### src/rtl/scoreboard_pkg.sv
// scoreboard_pkg: op codes and arbiter state encoding shared by the scoreboard arbiter
package scoreboard_pkg;
  typedef enum logic [1:0] {
    OP_NOP   = 2'd0,
    OP_INC   = 2'd1,
    OP_DEC   = 2'd2,
    OP_ERASE = 2'd3
  } op_e;
  typedef enum logic [1:0] {
    ARB_IDLE       = 2'd0,
    ARB_ISSUE      = 2'd1,
    ARB_ERASE_LOCK = 2'd2,
    ARB_GAP        = 2'd3
  } arb_state_e;
endpackage

### src/rtl/scoreboard_arbiter_rr_pick.sv
// rr_pick: first set request at or after the round-robin pointer, wrapping modulo N_REQ
module rr_pick #(
  parameter int N_REQ = 4,
  localparam int IW = $clog2(N_REQ)
) (
  input  logic [N_REQ-1:0] req_i,
  input  logic [IW-1:0]    ptr_i,
  output logic [IW-1:0]    grant_o,
  output logic             any_o
);
  logic [IW-1:0] idx;
  // scan from the farthest offset down so the nearest requester wins
  always_comb begin
    grant_o = '0;
    idx = '0;
    for (int k = N_REQ - 1; k >= 0; k--) begin
      idx = IW'((int'(ptr_i) + k) % N_REQ);
      if (req_i[idx]) grant_o = idx;
    end
  end
  assign any_o = |req_i;
endmodule

### src/rtl/scoreboard_arbiter.sv
// scoreboard_arbiter: round-robin sharing of one inc/dec/erase scoreboard port between consoles
module scoreboard_arbiter
  import scoreboard_pkg::*;
#(
  parameter int N_REQ      = 4,
  parameter int ERASE_HOLD = 5,
  parameter int GAP_CYC    = 2,
  localparam int IW = $clog2(N_REQ)
) (
  input  logic               clk,
  input  logic               rst,
  input  logic [N_REQ-1:0]   req_i,
  input  logic [2*N_REQ-1:0] op_i,
  output logic [N_REQ-1:0]   ack_o,
  output logic               err_o,
  output logic               inc_o,
  output logic               dec_o,
  output logic               erase_o,
  output logic               busy_o,
  output logic [IW-1:0]      owner_o
);
  localparam int HW = $clog2(ERASE_HOLD + 1);
  localparam int GW = (GAP_CYC > 1) ? $clog2(GAP_CYC) : 1;
  localparam arb_state_e EXIT_ST = (GAP_CYC > 0) ? ARB_GAP : ARB_IDLE;
  arb_state_e state_q, state_d;
  logic [IW-1:0] rr_q, rr_d, owner_q, owner_d, grant, owner_nxt;
  op_e op_q, op_d, grant_op, own_op;
  logic [HW-1:0] hold_q, hold_d;
  logic [GW-1:0] gap_q, gap_d;
  logic any_req, valid, last_hold, done;
  rr_pick #(.N_REQ(N_REQ)) u_pick (
    .req_i  (req_i),
    .ptr_i  (rr_q),
    .grant_o(grant),
    .any_o  (any_req)
  );
  assign grant_op  = op_e'(op_i[2*grant +: 2]);
  assign own_op    = op_e'(op_i[2*owner_q +: 2]);
  assign valid     = req_i[owner_q] && own_op == OP_ERASE;
  assign last_hold = hold_q == HW'(ERASE_HOLD - 1);
  assign owner_nxt = (owner_q == IW'(N_REQ - 1)) ? '0 : owner_q + IW'(1);
  assign ack_o     = done ? (N_REQ'(1) << owner_q) : '0;
  assign busy_o    = state_q != ARB_IDLE;
  assign owner_o   = busy_o ? owner_q : '0;
  // next state and Mealy pulse decode; any completed or aborted op funnels through done
  always_comb begin
    state_d = state_q;
    rr_d    = rr_q;
    owner_d = owner_q;
    op_d    = op_q;
    hold_d  = hold_q;
    gap_d   = gap_q;
    done    = 1'b0;
    err_o   = 1'b0;
    inc_o   = 1'b0;
    dec_o   = 1'b0;
    erase_o = 1'b0;
    case (state_q)
      ARB_IDLE: if (any_req) begin
        owner_d = grant;
        op_d    = grant_op;
        hold_d  = '0;
        state_d = (grant_op == OP_ERASE) ? ARB_ERASE_LOCK : ARB_ISSUE;
      end
      ARB_ISSUE: begin
        done  = 1'b1;
        inc_o = op_q == OP_INC;
        dec_o = op_q == OP_DEC;
      end
      ARB_ERASE_LOCK: begin
        done    = !valid || last_hold;
        err_o   = !valid;
        erase_o = valid && last_hold;
        hold_d  = hold_q + HW'(1);
      end
      default: begin
        gap_d = gap_q + GW'(1);
        if (gap_q == GW'(GAP_CYC - 1)) state_d = ARB_IDLE;
      end
    endcase
    if (done) begin
      rr_d    = owner_nxt;
      state_d = EXIT_ST;
      gap_d   = '0;
    end
  end
  // state and counter registers, cleared asynchronously so a reset drops any op in flight
  always_ff @(posedge clk or posedge rst) begin
    if (rst) begin
      state_q <= ARB_IDLE;
      rr_q    <= '0;
      owner_q <= '0;
      op_q    <= OP_NOP;
      hold_q  <= '0;
      gap_q   <= '0;
    end else begin
      state_q <= state_d;
      rr_q    <= rr_d;
      owner_q <= owner_d;
      op_q    <= op_d;
      hold_q  <= hold_d;
      gap_q   <= gap_d;
    end
  end
endmodule
### config.mk
export PLATFORM = sky130hd
export DESIGN_NAME = scoreboard_arbiter
export DESIGN_NICKNAME = d
export VERILOG_FILES = /design/src/rtl/scoreboard_pkg.sv /design/src/rtl/scoreboard_arbiter_rr_pick.sv /design/src/rtl/scoreboard_arbiter.sv
export SDC_FILE = /design/constraint.sdc
export NUM_CORES = 1
export LEC_CHECK = 0
export ABC_AREA = 1
export CAP_MARGIN = 20
export CORE_MARGIN = 2
export CORE_UTILIZATION = 45
export CTS_CLUSTER_DIAMETER = 120
export DETAILED_ROUTE_END_ITERATION = 16
export GPL_TIMING_DRIVEN = 0
export PLACE_DENSITY_LB_ADDON = 0.05
export SYNTH_ARGS = -nofsm -noshare
export SYNTH_HDL_FRONTEND = slang
export SYNTH_SLANG_ARGS = --single-unit
### constraint.sdc
create_clock -name clk -period 2.5 [get_ports clk]
set_input_delay 0.5 -clock clk [delete_from_list [all_inputs] [get_ports clk]]
set_output_delay 0.5 -clock clk [all_outputs]
set_load 0.01 [all_outputs]
# Word-level counts from Yosys, hierarchy flattened
# Index checks and enable logic that the tools add are counted.
[classes] add_sub_neg=6 magnitude_cmp=5 n_eq_ne=12 n_shift=3 muxes=31 reduce_logical=14
[ops] operator="2-bit 2-to-1 mux" n=10
[ops] operator="8-bit by 4-bit variable part select with 2-bit output" n=2
[ops] operator="2-bit by 3-bit < comparator with 1-bit output (second input constant)" n=5
[ops] operator="1-bit 2-to-1 mux" n=11
[ops] operator="1-bit binary-select mux with 2-bit select" n=5
[ops] operator="2-bit equality test (second input constant)" n=5
[ops] operator="3-bit one-hot mux with 2 select lines" n=1
[ops] operator="2-bit by 1-bit adder with 2-bit output (second input constant)" n=2
[ops] operator="2-bit adder (second input constant)" n=2
[ops] operator="2-bit by 1-bit equality test with 1-bit output (second input constant)" n=2
[ops] operator="4-bit 2-to-1 mux" n=1
[ops] operator="2-bit by 1-bit inequality test with 1-bit output (second input constant)" n=2
[ops] operator="2-bit one-hot mux with 2 select lines" n=1
[ops] operator="2-bit AND reduction" n=2
[ops] operator="2-bit nonzero test" n=2
[ops] operator="4-bit OR reduction" n=1
[ops] operator="1-bit by 2-bit left shift with 4-bit output (first input constant)" n=1
[ops] operator="3-bit by 1-bit adder with 3-bit output (second input constant)" n=1
[ops] operator="3-bit equality test (second input constant)" n=1
[ops] operator="3-bit 2-to-1 mux" n=1
[ops] operator="3-bit inequality test (second input constant)" n=1
[ops] operator="3-bit AND reduction" n=1
[ops] operator="3-bit nonzero test" n=1
[ops] operator="3-bit OR reduction" n=1
[ops] operator="8 further kinds" n=9
[totals] reg_bits=12 input_bits=14 output_inout_bits=11 elab_cells=77

# Longest topological paths before layout
# Gate-level depths: netlist of run 1.
[depth] depth_word=13 mapped_depth=15 mapped_depth_nobuf=14

# By module
# A second synthesis of run 1 with hierarchy kept.
[unflattened] cells_unflattened=169 area_unflattened_um2=1071.0
[modules_own_cells] module="scoreboard_arbiter" n_inst=1 cells_each=123 area_each_um2=882.1 seq_area_each_um2=300.3
[modules_own_cells] module="rr_pick" n_inst=1 cells_each=46 area_each_um2=188.9 seq_area_each_um2=0.0

# Least setup slack after synthesis of run 1
# Ideal clock, no wire load.
[synth_timing] path_kind="register to output" from="register state_q[0]" to="output port ack_o[0]" arrival_time_ns=1.317 required_time_ns=2.000 slack_ns=0.683 stages_incl_launch_ff=7 n_path_buf=0 cell_sequence="dfrtp_1 -> inv_1 -> ha_1 -> inv_1 -> a21oi_1 -> o21ai_2 -> nor2_1"
[synth_between] elab_chain_cells=3 elab_cells_between_ends=4 classes_between="eq/ne (2); mux (2)"
[synth_rtl] item="start: declaration" line_no="scoreboard_arbiter.sv:25" source="arb_state_e state_q, state_d;"
[synth_rtl] item="start signal: assignment" line_no="scoreboard_arbiter.sv:97" source="state_q <= state_d;"
[synth_rtl] item="2-bit equality test or 2-bit by 1-bit equality test with 1-bit output (tied branches)" line_no="scoreboard_arbiter.sv:58" source="case (state_q)"
[synth_rtl] item="1-bit one-hot mux with 2 select lines *" line_no="scoreboard_arbiter.sv:58"
[synth_rtl] item="4-bit 2-to-1 mux *" line_no="scoreboard_arbiter.sv:42" source="assign ack_o = done ? (N_REQ'(1) << owner_q) : '0;"
[synth_rtl] item="end: declaration" line_no="scoreboard_arbiter.sv:14" source="output logic [N_REQ-1:0] ack_o,"
# Mark *: on every way between the ends. The rest lies on a longest branch, timed or not.

# Worst setup path in the final report of run 1
[layout_timing] from="input port op_i[2]" to="output port erase_o"
[layout_between] elab_chain_cells=5
[layout_rtl] item="start: declaration" line_no="scoreboard_arbiter.sv:13" source="input logic [2*N_REQ-1:0] op_i,"
[layout_rtl] item="8-bit by 4-bit variable part select with 2-bit output" line_no="scoreboard_arbiter.sv:38" source="assign own_op = op_e'(op_i[2*owner_q +: 2]);"
[layout_rtl] item="2-bit equality test" line_no="scoreboard_arbiter.sv:39" source="assign valid = req_i[owner_q] && own_op == OP_ERASE;"
[layout_rtl] item="1-bit logical AND" line_no="scoreboard_arbiter.sv:39"
[layout_rtl] item="1-bit logical AND" line_no="scoreboard_arbiter.sv:73" source="erase_o = valid && last_hold;"
[layout_rtl] item="1-bit 2-to-1 mux" line_no="scoreboard_arbiter.sv:58"
[layout_rtl] item="end: declaration" line_no="scoreboard_arbiter.sv:18" source="output logic erase_o,"
# Every way passes these cells.

==> results.cfg, run 1 <==
[worst_setup_path]
crit_required_ns = 2.00
start_kind = input pin
worstRegToRegCells = 8
path_cells = clkdlybuf4s50_1 > nand4_1 > nand3_2 > nand2_1 > nor2_1 > clkdlybuf4s50_1
crit_fanout = 2
reg2reg_slack_ns = 0.63
cpMaxStageDelayCell = clkdlybuf4s50_1
arrival_ns = 1.91
crit_type = in -> out
worstReg2RegStart = state_q[0]$_DFFE_PP0P_
max_stage_delay_ns = 0.54
cpMostUsedCell = clkdlybuf4s50_1
worst_setup_path_end_kind = output port
r2r-end = state_q[1]$_DFFE_PP0P_

[power_and_ir_drop]
p_seq_share_pct = 20.3
p_int_uw = 878
p_leak_nw = 0.754
power.switching_uw = 939
p_per_area_nw_per_um2 = 1270
p_sw_share_pct = 51.7
p_clk_share_pct = 9.0
power_frac_comb_pct = 70.8
ir_drop_mv = 0.697

[sta]
finalMaxSlewViolations = 0
hold_viol = 0
finalSetupViolCount = 0
tightest_slew_ns = 0.473
clock_skew_ns = 0.0102
finalCritPeriodShare_pct = 96.6
finalSetupTns_ns = 0
clock.fmax_mhz = 414
period_minus_slack_ns = 2.41
slew_headroom_pct = 68.5
rsz0062_at_grt = false

[min_path]
worstHoldStart = gap_q$_DFFE_PP0P_
hold_end = gap_q$_DFFE_PP0P_
hold_path.class = reg -> reg
hold-path-cell-count = 1

[synthesis]
post_synth.cell_area_avg_sq_um = 6.82
syn-num-nets = 185
async_flop_share_pct = 100
ys_seq_area_share_pct = 27.2
synth_edf_count = 0
synthFlopType = dfrtp_1
synth_top_area_share_pct = 27.2
ys_warn_count = 0
synth_seq_cells = 12
yosys-top-cells-count = inv_1, nand2_1, nand3_1
yosys-top-cells-area = dfrtp_1, ha_1, inv_1, nand2_1, nand3_1
synthCells = 162
synth_area_leader_cell = dfrtp_1
synth.distinct_cells = 28
syn_area_sq_um = 1100
post-synth-top-count-cell = inv_1

[clocking]
path_clk_slew_ns = 0.07
root_buffer = clkbuf_4
worstSkewPairLatency_ns = 0.29
h-tree-depth = 1
cts_tree = built
clock-sinks = 12
clock_path_buffers = 2
cts_buffers = 3

[floorplanning]
chipWidth_um = 53.6
core_area_sq_um = 2280
start_util_pct = 48.5
die_y_um = 53.6
row_count = 17
dieArea_sq_um = 2870
io_pins = 25

[layout]
drive_gt1_share_pct = 18.8
diodes = 0
areaGrowthSynthToFinish_pct = 29.1
fin_area_sq_um = 1430
n_fill_cell = 220
nets = 216

[detailed_routing]
via_per_inst = 4.98
vias = 1096
ant_nets = 0
drt_wl_total_mm = 2.59
wl_per_cell_um = 11.8
post-route-drc-count = 0
drt_first_pass_iters = 4
drtIter0Drc = 19

[global_routing]
grt_pass1_wl_mm = 4.44
grt_pass1_vias = 1049
grt-ovfl-total = 0
antenna_found_initial = 0
grt_max_degree = 13
grtUsageTotal_pct = 21.6

[outcome]
status = finished, final reports clean

[placed_design]
dp_hpwl_mm = 2.08
routabilityCongestion = 0.793
placed_area_sq_um = 1380
io_buffers = 24

[job]
drv_cap = 0
==> worst max path at each step <==
| stage | start | endpoint | slack (ns) | cells past startpoint |
|---|---|---|---|---|
| 2_1_floorplan | state_q[0]$_DFFE_PP0P_ | ack_o[0] | 0.68 | 6 |
| 3_3_place_gp | req_i[1] | ack_o[1] | -0.30 | 7 |
| 3_5_place_dp | req_i[2] | ack_o[2] | -0.33 | 7 |
| 4_1_cts | op_i[6] | ack_o[2] | -0.01 | 8 |
| 5_1_grt | op_i[6] | erase_o | 0.02 | 6 |
| 6_report | op_i[2] | erase_o | 0.09 | 6 |
==> critical path, delay by kind of cell <==
kind	cells	cell delay (ns)
buf+inv	2	1.02
simple gates	4	0.39
==> layout by cell type (no fill, tap or decap), types with 2 or more instances in the layout <==
master           Yosys  layout
inv_1               30      30
a21oi_2              1       2
nor2_1              14      14
nand3_1             16      14
nor2_2               2       2
clkbuf_2             0       4
clkbuf_4             0       3
nand4_1              4       4
o21ai_0              6       6
dlygate4sd2_1        0       5
nand3_2              5       7
buf_4                0       2
a21oi_1              9       8
dfrtp_1             12      12
inv_2                4       4
clkdlybuf4s50_1      0      15
ha_1                 9       9
nand2_2              5       5
nand2_1             29      29
o21ai_1              2       2
==> layout make-up <==
type	instances	area (sq um)	area share, %
well taps	28	35.0	2.46
inverters	35	133	9.30
plain buffers	2	15.0	1.05
multi-input cells	113	678	47.5
clock buffers	4	36.3	2.54
repair buffers	26	229	16.1
flip-flops and latches	12	300	21.1
==> power by group through the flow <==
stage | sequential [mW] | clock [mW] | combinational, mW
after floorplan | 0.351 | 0 | 0.935
after detailed placement | 0.371 | 0 | 1.25
after global placement | 0.365 | 0 | 1.23
after global routing | 0.381 | 0.175 | 1.47
final | 0.368 | 0.163 | 1.29
after CTS | 0.367 | 0.162 | 1.29
==> registers in the layout (all words and copies together) (netlist names) <==
register,count
hold_q,3
op_q,2
owner_q,2
rr_q,2
state_q,2
gap_q,1
==> routing by layer <==
metal  track usage, %  routed length [um]
met1             26.9                1240
met2             36.2                1220
met3             5.28                  91
met4             7.69                  41
met5                0                   0
==> cells by family after synthesis <==
group                    after synthesis  synth area share (%)
AND/OR/NAND/NOR                       81                  37.1
flip-flops                            12                  27.2
XOR/XNOR                               1                 0.793
AO/OA/AOI/OAI                         22                  11.3
buffers and inverters                 37                  13.4
adder cells (fa/ha/maj)                9                  10.2
==> metrics by stage <==
step / worst slack [ns] / utilization, % / power [mW] / hold slack, ns / std cells
detailed placement: -0.329 / 60.6 / 1.63 / 0.468 / 214
finish: 0.0862 / 62.7 / 1.82 / 0.481 / 220
global route: 0.0161 / 62.7 / 2.02 / 0.516 / 220
floorplan: 0.683 / - / 1.29 / 0.365 / 162
global placement: -0.296 / 60.6 / 1.59 / 0.457 / 214
CTS: -0.0133 / 63.1 / 1.82 / 0.480 / 220
==> what timing repair did <==
item / 4_1_cts / 5_1_grt
setup endpoints to repair: 5 / 5
hold buffers: 0 / 0
resized for setup: 12 / 9
buffers inserted: 2 / 0
endpoints found under the hold margin: 0 / 0
cloned: 0 / 0
pin swaps: 1 / 4
(Power assumes the default switching activity.)
==> inputs of run 2 (changes only) <==
CORE_MARGIN = default   (was 2)
==> results.cfg, run 2 (synthesis results as in run 1) <==
[clocking]
h-tree-depth = 1
clock_path_buffers = 2
path_clk_slew_ns = 0.08
root_buffer = clkbuf_4
cts_tree = built
clock-sinks = 12
cts_buffers = 3
worstSkewPairLatency_ns = 0.27

[sta]
tightest_slew_ns = 0.481
clock_skew_ns = 0.00602
finalSetupViolCount = 0
hold_ws_ns = 0.476
clock.fmax_mhz = 415
finalCritPeriodShare_pct = 96.4
slew_headroom_pct = 67.9
finalSetupTns_ns = 0
finalMaxSlewViolations = 0
hold_viol = 0
period_minus_slack_ns = 2.41

[worst_setup_path]
worst_setup_path_end_kind = output port
crit_required_ns = 2.00
crit_fanout = 7
reg2reg_slack_ns = 0.60
start_kind = input pin
crit_type = in -> out
arrival_ns = 1.91

[layout]
areaGrowthSynthToFinish_pct = 28.7
layout_common_cells = inv_1, nand2_1, clkdlybuf4s50_1
mostFrequentLayoutCell = inv_1
drive_gt1_share_pct = 14.3
fin_area_sq_um = 1420
diodes = 0
largest-register = hold_q
nets = 214
n_fill_cell = 226
largest_reg_flops = 3
fin_util_pct = 63.0

[detailed_routing]
drt_first_pass_iters = 4
wl_per_cell_um = 11.9
vias = 1097
ant_nets = 0
via_per_inst = 5.06
drt_wl_total_mm = 2.59
drtIter0Drc = 28
post-route-drc-count = 0

[global_routing]
grt_pass1_wl_mm = 4.20
grt_pass1_vias = 1046
grtUsageTotal_pct = 21.4
grt_max_degree = 13
grt-ovfl-total = 0
antenna_found_initial = 0

[floorplanning]
chipWidth_um = 51.6
core_area_sq_um = 2250
dieArea_sq_um = 2660
row_count = 17
io_pins = 25
die_y_um = 51.6
start_util_pct = 49.0

[placed_design]
placed_area_sq_um = 1380
dp_hpwl_mm = 2.05
routabilityCongestion = 0.774
io_buffers = 24

[min_path]
hold_path.class = reg -> reg

[power_and_ir_drop]
ir_drop_mv = 0.695
p_per_area_nw_per_um2 = 1230
total_power_mw = 1.75
p_leak_nw = 0.821

[job]
drv_cap = 0

[outcome]
status = finished, final reports clean
==> run 2: changes by cell type in the layout (fill, tap and decap cells not counted), sizes merged <==
cell           previous run  this run
dlymetal6s2s              0         6
clkdlybuf4s50            15        18
clkbuf                    9         4
buf                       3         1
dlygate4sd2               5         0
==> run 2: final timing paths <==
check / startpoint / end / cells after the start
setup / recovery: req_i[2] / ack_o[2] / 7
hold / removal: gap_q$_DFFE_PP0P_ / gap_q$_DFFE_PP0P_ / 1
setup reg to reg: state_q[0]$_DFFE_PP0P_ / state_q[1]$_DFFE_PP0P_ / 8
hold reg to reg: gap_q$_DFFE_PP0P_ / gap_q$_DFFE_PP0P_ / 1
max in group asynchronous: rst / op_q[0]$_DFFE_PP0P_ / 2
min in group asynchronous: rst / state_q[0]$_DFFE_PP0P_ / 2
==> run 2: cell type report <==
type / instances / area [sq um] / share of cell area (%)
Multi-Input combinational cell: 113 / 661 / 46.5
Sequential cell: 12 / 300 / 21.1
Timing Repair Buffer: 24 / 255 / 18.0
Inverter: 35 / 133 / 9.33
Tap cell: 28 / 35.0 / 2.46
Clock buffer: 3 / 22.5 / 1.58
Buffer: 2 / 15.0 / 1.06
==> run 2: timing repair <==
action | in CTS | in global routing
gates resized for setup | 1 | 6
buffers inserted | 0 | 0
pin swaps | 0 | 1
hold endpoints to repair | 0 | 0
hold buffers | 0 | 0
endpoints found under the setup margin | 5 | 6
==> run 2: critical path, stage by stage <==
cell and delay [ns]:
clkdlybuf4s50_1 0.54, nand4_1 0.11, nand3_1 0.13, a21oi_2 0.09
o21ai_2 0.27, nor2_1 0.09, dlymetal6s2s_1 0.18
==> run 2: metrics by stage <==
step,worst slack (ns),instances
floorplan,0.683,162
global placement,-0.238,214
detailed placement,-0.264,214
CTS,-0.210,217
global route,-0.00884,217
finish,0.0888,217
==> run 2: routing by layer <==
layer,global-route usage [%],wire length (um),vias to the layer above
met4,4.05,0,0
met5,0,0,-
met3,5.26,113,0
met2,37.7,1240,24
met1,26.5,1230,507
li1,-,-,566
==> run 2: power breakdown <==
part | switching [mW] | leakage (nW) | internal, mW
Clock | 0.0629 | 0.0138 | 0.0557
Combinational | 0.776 | 0.661 | 0.491
Sequential | 0.0775 | 0.146 | 0.288
Total | 0.917 | 0.821 | 0.835
==> inputs of run 3 (changes only) <==
PLACE_DENSITY = 0.81   (was default)
PLACE_DENSITY_LB_ADDON = default   (was 0.05)
==> results.cfg, run 3 (synthesis results as in run 1) <==
[outcome]
status = finished, final reports clean

[floorplanning]
chipWidth_um = 51.6
die_y_um = 51.6
io_pins = 25
row_count = 17
dieArea_sq_um = 2660
core_area_sq_um = 2250
start_util_pct = 49.0

[global_routing]
grtUsageTotal_pct = 22.6
grt_max_degree = 13
antenna_found_initial = 0
grt_pass1_wl_mm = 4.51
grt_pass1_vias = 1074
grt-ovfl-total = 0

[placed_design]
dp_hpwl_mm = 2.04
placed_area_sq_um = 1380
post-place-cells = 214
io_buffers = 24
routabilityCongestion = 0.851

[layout]
fin_area_sq_um = 1430
fin_util_pct = 63.5
layout_common_cells = inv_1, nand2_1, clkdlybuf4s50_1
mostFrequentLayoutCell = inv_1
largest-register = hold_q
multi_input_area_sq_um = 678
drive_gt1_share_pct = 18.2
n_fill_cell = 215
diodes = 0
nets = 217
seqCellArea_sq_um = 300
largest_reg_flops = 3
instances_no_fill = 220
areaGrowthSynthToFinish_pct = 29.7

[clocking]
root_buffer = clkbuf_4
path_clk_slew_ns = 0.07
clock_path_buffers = 2
clock-sinks = 12
cts_buffers = 3
worstSkewPairLatency_ns = 0.27
cts_hold_buf = 0
h-tree-depth = 1
cts_tree = built

[worst_setup_path]
start_kind = input pin
worst_setup_path_end_kind = output port
crit_type = in -> out
arrival_ns = 1.94
crit_required_ns = 2.00
crit_fanout = 6

[detailed_routing]
wl_per_cell_um = 11.8
via_per_inst = 5.12
ant_nets = 0
drtIter0Drc = 33
vias = 1126
drt_first_pass_iters = 4
drt_wl_total_mm = 2.59
post-route-drc-count = 0

[sta]
hold_viol = 0
clock.fmax_mhz = 410
finalCritPeriodShare_pct = 97.6
period_minus_slack_ns = 2.44
rsz0062_at_grt = false
tightest_slew_ns = 0.484
slew_headroom_pct = 67.7
hold_ws_ns = 0.476
finalMaxSlewViolations = 0
clock_skew_ns = 0.00304
finalSetupViolCount = 0

[power_and_ir_drop]
p_per_area_nw_per_um2 = 1260
ir_drop_mv = 0.773
total_power_mw = 1.80
p_leak_nw = 0.771

[min_path]
hold_path.class = reg -> reg

[job]
drv_cap = 0
==> run 3: what timing repair did <==
item,4_1_cts,5_1_grt
setup buffers,2,1
pin swaps,1,4
endpoints found under the setup margin,5,6
gates resized for setup,10,10
==> run 3: critical path, stage by stage <==
cell	delay, ns
clkdlybuf4s50_1	0.49
nand4_1	0.12
nand3_2	0.12
a21oi_2	0.07
buf_4	0.14
o21ai_4	0.20
nor2_1	0.07
clkdlybuf4s15_1	0.23
==> run 3: final cells by class <==
class                   instances  area share, %
repair buffers                 27           17.4
inverters                      35           9.26
clock buffers                   3           1.57
plain buffers                   2           1.05
multi-input cells             113           47.3
flip-flops and latches         12           21.0
well taps                      28           2.45
==> run 3: path summary, 6_finish.rpt <==
path                                        startpoint                      to  slack (ns)  cells past startpoint
worst max-delay path                           op_i[2]                ack_o[2]        0.06                      8
worst min-delay path                 gap_q$_DFFE_PP0P_       gap_q$_DFFE_PP0P_        0.48                      1
worst max register to register  state_q[0]$_DFFE_PP0P_  state_q[1]$_DFFE_PP0P_        0.59                      8
worst min register to register       gap_q$_DFFE_PP0P_       gap_q$_DFFE_PP0P_        0.48                      1
max in group asynchronous                          rst     op_q[0]$_DFFE_PP0P_        1.63                      2
min in group asynchronous                          rst  state_q[0]$_DFFE_PP0P_        0.54                      2
==> run 3: power by group <==
part / total, mW / switching, mW / internal, mW
combinational: 1.31 / 0.789 / 0.522
sequential: 0.373 / 0.0851 / 0.288
clock: 0.116 / 0.0606 / 0.0558
total: 1.80 / 0.935 / 0.866
==> run 3: stage by stage <==
step | setup TNS, ns | setup slack [ns]
after detailed placement | -1.03 | -0.261
final | 0 | 0.0606
after global routing | 0 | 0.0205
after CTS | 0 | 0.0114
after floorplan | 0 | 0.683
after global placement | -0.816 | -0.204
==> run 3: metal layers <==
metal | global-route usage (%) | vias to the layer above | share of wire [%]
met3 | 5.26 | 2 | 4.9
met5 | 0 | - | 0
li1 | - | 573 | -
met4 | 5.86 | 0 | 0.46
met2 | 39.4 | 28 | 51
met1 | 27.7 | 523 | 44
==> RTL edit (settings of run 2) <==
Change the parameter `GAP_CYC` from 2 to 4.
--- a/src/rtl/scoreboard_arbiter.sv
+++ b/src/rtl/scoreboard_arbiter.sv
@@ -4,7 +4,7 @@
 #(
   parameter int N_REQ      = 4,
   parameter int ERASE_HOLD = 5,
-  parameter int GAP_CYC    = 2,
+  parameter int GAP_CYC    = 4,
   localparam int IW = $clog2(N_REQ)
 ) (
   input  logic               clk,
Formal check against the unedited RTL: not equivalent (a bounded check fails within 10 cycles, from zero or initial values and one cycle with rst high).
==> RTL edit against run 2 <==
  * Count of clock-buffer cells in the layout is 1 higher
  * Non-clock buffer count stayed put
  * Synthesized area is 3.6% higher
  * Register-to-register slack worse by 0.02 ns
  * Setup slack better by 0.031 ns
  * Final area is 3.7% higher
  * Routed wire length is 0.31% higher
  * Clock skew is 0.0012 ns lower
  * Utilization is 1.1 points higher
  * Total power is 0.92% higher
  * Sequential cell count is 1 higher
  * Sequential power is 7.4% higher
==> RTL edit: results <==
set metrics [dict create \
    grt_pass1_wl_mm 4.42 \
    synth-compound-area-share_pct 8.09 \
    hold_slack_ns 0.525 \
    routed_wl_mm 2.59 \
    peakVddDrop_v 0.000644 \
    cellLeakagePower_nw 0.825 \
    critPathArrivalTime_ns 1.88 \
    yosysSeqAreaShare_pct 28.4 \
    reg2reg_depth 9 \
    relSlewSlack_pct 64.9 \
    wl_met2_mm 1.16 \
    whs_path_depth 2 \
    finalWeightedCongestion 0.878 \
    max_stage_delay_ns 0.48 \
    cts_sinks 13 \
    grt_use_met1_pct 30.3 \
    min-delay-start "gap_q[1]$_DFFE_PP0P_" \
    worstReg2RegStart "state_q[1]$_DFFE_PP0P_" \
    placed_area_um2 1420 \
    wl_met1_mm 1.28 \
    synthMuxAreaShare_pct 0 \
    largest_register_ffs 3 \
    grt_max_degree 14 \
    grt_pass1_vias 1026 \
    min_to "gap_q[1]$_DFFE_PP0P_" \
    dp_cells 219 \
    wl_met3_um 150 \
    outcome "completed" \
    synth_cell_types 27 \
    skew_ns 0.00481 \
    synth_nets 191 \
    syn_area_per_cell_um2 6.86 \
    layout-drive-gt1-share_pct 15.3 \
    track_usage_pct 21.9 \
    reg2reg_slack_ns 0.58 \
    met2_usage_pct 33.8 \
    fill_cells 209 \
    routed.top_layer "met4" \
    path_max_fanout 6 \
    dpl.hpwl_mm 2.07 \
    crit_start "op_i[1]" \
    synth_area_leaders "dfrtp_1, ha_1, nand2_1" \
    avgViaCountPerCell 5.06 \
    synthTopCellsByCount "nand2_1, inv_1, nand3_1" \
    gr-usage-met3_pct 6.38 \
    route.vias.total 1133 \
    pre_cts_ws_ns -0.290 \
    fmax_mhz 420 \
    initialDrtViolationCount 25 \
]
[RTL edit: cell count changes after synthesis, sizes merged, moves of 2 or more]
cell | run 2 | this run
a21oi | 10 | 4
nand3 | 21 | 25
nand2 | 35 | 38
inv | 34 | 36
[RTL edit: repair_timing]
action | in CTS | in global routing
gates cloned | 0 | 0
setup endpoints to repair | 4 | 6
pin swaps | 0 | 1
setup buffers | 0 | 1
resized for setup | 5 | 7
[RTL edit: layout make-up]
cell class | instances | area [um^2] | area share (%)
repair buffers | 25 | 253 | 17.1
plain buffers | 1 | 11.3 | 0.764
flip-flops and latches | 13 | 325 | 22.1
clock buffers | 4 | 26.3 | 1.78
well taps | 28 | 35.0 | 2.38
inverters | 36 | 140 | 9.51
multi-input cells | 117 | 683 | 46.3
[RTL edit: where the power goes]
part	switching, mW	total, mW	internal [mW]	leakage [nW]
logic	0.753	1.24	0.486	0.648
clock network	0.0728	0.135	0.0619	0.0150
registers	0.0825	0.393	0.311	0.161
